**config.mk**
```make
export PLATFORM = sky130hd
export DESIGN_NAME = reg_file_gen
export DESIGN_NICKNAME = d
export VERILOG_FILES = /design/src/rtl/reg_file_gen.sv
export SDC_FILE = /design/constraint.sdc
export NUM_CORES = 1
export LEC_CHECK = 0
export CAP_MARGIN = 30
export CORE_MARGIN = 5
export CORE_UTILIZATION = 53
export CTS_CLUSTER_SIZE = 10
export DETAILED_ROUTE_END_ITERATION = 7
export PLACE_DENSITY_LB_ADDON = 0.1
export RECOVER_POWER = 25
export SYNTH_ARGS = -nofsm -noshare
export SYNTH_HDL_FRONTEND = slang
export SYNTH_SLANG_ARGS = --single-unit
```
**constraint.sdc**
```tcl
create_clock -name clk -period 4.6 [get_ports clk]
set_input_delay 0.92 -clock clk [delete_from_list [all_inputs] [get_ports clk]]
set_output_delay 0.92 -clock clk [all_outputs]
set_load 0.02 [all_outputs]
```
**src/rtl/reg_file_gen.sv**
```systemverilog
// Parametrised 2R/2W register file with optional hard-zero r0, write-to-read
// bypass and a bulk-clear sequencer that stalls writes while it runs.
module reg_file_gen #(
  parameter int DW      = 8,
  parameter int AW      = 3,
  parameter int BYPASS  = 1,
  parameter int ZERO_R0 = 0
) (
  input  logic          clk,
  input  logic          reset,
  input  logic [AW-1:0] rd_addrA,
  input  logic [AW-1:0] rd_addrB,
  input  logic          wr_en0,
  input  logic [AW-1:0] wr_addr0,
  input  logic [DW-1:0] dat_in0,
  input  logic          wr_en1,
  input  logic [AW-1:0] wr_addr1,
  input  logic [DW-1:0] dat_in1,
  input  logic          clr_req,
  output logic          wr_rdy,
  output logic          busy,
  output logic          clr_done,
  output logic [DW-1:0] datA_out,
  output logic [DW-1:0] datB_out
);

  localparam int            DEPTH    = 2 ** AW;
  localparam logic [AW-1:0] LAST_PTR = AW'(DEPTH - 1);

  localparam logic [1:0] S_IDLE  = 2'd0;
  localparam logic [1:0] S_CLEAR = 2'd1;
  localparam logic [1:0] S_DONE  = 2'd2;

  logic [1:0]    state_q, state_d;
  logic [AW-1:0] ptr_q, ptr_d;
  logic [DW-1:0] core_q [DEPTH];
  logic [DW-1:0] core_d [DEPTH];

  logic wr_acc0, wr_acc1;

  assign wr_rdy   = (state_q == S_IDLE);
  assign busy     = (state_q != S_IDLE);
  assign clr_done = (state_q == S_DONE);
  assign wr_acc0  = wr_en0 && wr_rdy;
  assign wr_acc1  = wr_en1 && wr_rdy;

  always_comb begin
    state_d = state_q;
    ptr_d   = ptr_q;
    core_d  = core_q;
    case (state_q)
      S_IDLE: begin
        // Port 1 is applied last so it wins an address collision.
        if (wr_acc0) core_d[wr_addr0] = dat_in0;
        if (wr_acc1) core_d[wr_addr1] = dat_in1;
        if (clr_req) begin
          state_d = S_CLEAR;
          ptr_d   = '0;
        end
      end
      S_CLEAR: begin
        core_d[ptr_q] = '0;
        ptr_d         = ptr_q + 1'b1;
        if (ptr_q == LAST_PTR) state_d = S_DONE;
      end
      S_DONE:  state_d = S_IDLE;
      default: state_d = S_IDLE;
    endcase
    if (ZERO_R0 != 0) core_d[0] = '0;
  end

  // NOTE: the storage array is reset here on purpose; async reset must zero
  // every entry, which rules out mapping this array onto a RAM macro.
  always_ff @(posedge clk or posedge reset) begin
    if (reset) begin
      state_q <= S_IDLE;
      ptr_q   <= '0;
      for (int i = 0; i < DEPTH; i++) core_q[i] <= '0;
    end else begin
      state_q <= state_d;
      ptr_q   <= ptr_d;
      core_q  <= core_d;
    end
  end

  function automatic logic [DW-1:0] read_port(input logic [AW-1:0] addr);
    logic [DW-1:0] val;
    val = core_q[addr];
    if (BYPASS != 0) begin
      if (wr_acc1 && wr_addr1 == addr)      val = dat_in1;
      else if (wr_acc0 && wr_addr0 == addr) val = dat_in0;
    end
    if (ZERO_R0 != 0 && addr == '0) val = '0;
    if (reset) val = '0;
    return val;
  endfunction

  always_comb begin
    datA_out = read_port(rd_addrA);
    datB_out = read_port(rd_addrB);
  end

endmodule
```
==> results.toml <==
[final_layout]
insertedDiodeCount = 0
layout_common_cells = "o21ai_0, nand2_1, dfrtp_1"
fin_area_sq_mm = 0.00650
drive_gt1_share_pct = 12.2
nets = 746
n_fill_cell = 956
syn2layout_area_growth_pct = 13.7
layout_commonest_cell = "o21ai_0"

[clock_network]
cts_buffers = 9
post-cts-setup-buffers = 0
clock-sinks = 69
cts_tree = "yes"
cts-root-buf = "clkbuf_8"
cts_buffer_depth = 2
clk_pin_slew_ns = 0.07
htree_levels = 3
clk_latency_ns = 0.39
cts-hold-fix-buffers = 0
cts_resized = 0

[min_path]
holdPathStages = 2
min-delay-path-class = "register to register"

[route]
first_pass_iters = 6
avgRoutedWirePerCell_microns = 23.9
vias_per_cell = 7.01
drtIter0Drc = 685
drc = 0
vias = 6001
routed_wl_mm = 20.5
drtAntennaViolNets = 0

[placed_design]
routabilityCongestion = 0.971
pre_cts_ws_ns = 0.408
dpl.hpwl_mm = 14.6
port_buffers = 51
placed_area_sq_mm = 0.00633

[die]
die_x_microns = 114
initial_utilization_pct = 53.4
dieArea_sq_mm = 0.0130
num_io_pins = 52
core_sq_mm = 0.0107
rows = 38
die_height_microns = 114

[global_routing]
track_usage_pct = 32.1
grt-ovfl-total = 0
grt_max_degree = 70
grt_pass1_wl_mm = 32.1
antenna_found_initial = 0
grt_pass1_vias = 5798

[sta]
setup_viol = 0
maxSlewViolCount = 0
whs_ns = 0.538
clock.fmax_mhz = 234
tightest_slew_ns = 1.21
clock_skew_ns = 0.0187
worst_slack_ns = 0.325
hold_viol = 0
tns_ns = 0
slew_headroom_pct = 19.3
rsz0062_at_grt = "no"
min_period_ns = 4.28
post-route-period-util_pct = 92.9

[worst_setup_path]
setup.worst_path.end = "datA_out[0]"
worstSetupEndpointType = "primary output"
cp-start-kind = "input port"
r2r-end = "core_q[57]"
path_class = "input port to primary output"
arrival_ns = 3.36
crit_start = "wr_en0"
rrSetupSlack_ns = 2.29
cp.required_ns = 3.68
r2r-start = "state_q[0]"
crit_fanout = 8
r2r.worst_path.cells = 6

[outcome]
status = "finished, final reports clean"

[logic_synthesis]
yosys-top-cells-area = "dfrtp_1, o21ai_0, a211oi_1, mux4_2, and3_1"
yosysTopAreaCell = "dfrtp_1"
synth_edf_count = 0
ys_dominant_reg_cell = "dfrtp_1"
ys_seq_area_share_pct = 30.2
yosysTopAreaCellShare_pct = 30.2
synth-seq-cells = 69
postSynthCellCount = 678
synth_warnings = 0
async_reset_ff_share_pct = 100
synth_nets = 713
yosysUniqueCellTypes = 48
syn_avg_cell_area_sq_um = 8.43
syn-cell-area_sq_mm = 0.00571

[job]
max_cap_viol_count = 0

[power_and_ir_drop]
power.leakage_uw = 0.00259
power.density_mw_per_mm2 = 446
vdd_ir_drop_max_mv = 0.354
## registers in the layout (all words and copies together), names as in the netlist
| name | flops |
|---|---|
| core_q | 64 |
| ptr_q | 3 |
| state_q | 2 |
## routing by layer
layer / vias to the layer above / GRT usage (%) / wire, microns
met1: 2917 / 42.6 / 8070
met5: - / 0 / 0
met3: 67 / 7.48 / 1990
li1: 2638 / - / -
met2: 379 / 50.2 / 9680
met4: 0 / 14.0 / 720
## synth_stat cells (7+ instances only)
cell type    n
o21ai_1     20
buf_1       13
mux2i_1     33
dfrtp_1     69
mux4_2      16
a22oi_1     16
clkbuf_1    18
o211ai_1    16
nand2_1     88
a31oi_1     28
inv_1        8
a211oi_1    56
and3_1      56
o21ai_0    115
buf_2       15
xnor2_1     12
a21o_1       7
## metrics by stage
step | std cells | utilization (%) | total power (uW)
after floorplan | 678 | - | 1970
after global placement | 840 | 59.2 | 2340
after detailed placement | 840 | 59.2 | 2390
after CTS | 856 | 60.8 | 2870
after global routing | 856 | 60.7 | 3090
final | 856 | 60.7 | 2900
## cell type report
type | instances | area [sq um] | share of cell area, %
Clock buffer | 11 | 151 | 2.33
Timing Repair Buffer | 80 | 711 | 10.9
Inverter | 8 | 31.3 | 0.481
Sequential cell | 69 | 1730 | 26.6
Tap cell | 140 | 175 | 2.70
Multi-Input combinational cell | 543 | 3680 | 56.6
Clock inverter | 5 | 25.0 | 0.385
## where the power goes
group	internal (uW)	switching, uW	leakage [uW]
clock network	221	260	0.0000986
registers	826	270	0.000943
logic	575	746	0.00155
## how the worst min path moves through the flow
stage | startpoint | endpoint | slack, ns
final | core_q[43] | core_q[43] | 0.54
after floorplan | core_q[0] | core_q[0] | 0.48
after global placement | core_q[51] | core_q[51] | 0.50
after CTS | core_q[55] | core_q[55] | 0.54
after global routing | core_q[0] | core_q[0] | 0.56
after detailed placement | core_q[43] | core_q[43] | 0.52
## worst max-delay path: stages
cell and delay [ns]:
clkdlybuf4s50_1 0.50, nor3b_1 0.43, and4_1 0.55, nand2_1 0.09, a31oi_1 0.21, clkdlybuf4s50_1 0.64
## kinds of logic (layout without fill, tap and decap cells)
family / count (synthesis) / count (layout) / share of synthesized area [%]
simple gates: 207 / 207 / 20.5
buf+inv: 66 / 104 / 5.52
xor+xnor: 12 / 12 / 1.84
mux: 50 / 50 / 12.3
compound gates: 272 / 272 / 29.2
fa+ha+maj: 2 / 2 / 0.438
flops: 69 / 69 / 30.2
No activity file was read; power rests on OpenSTA's default activity.
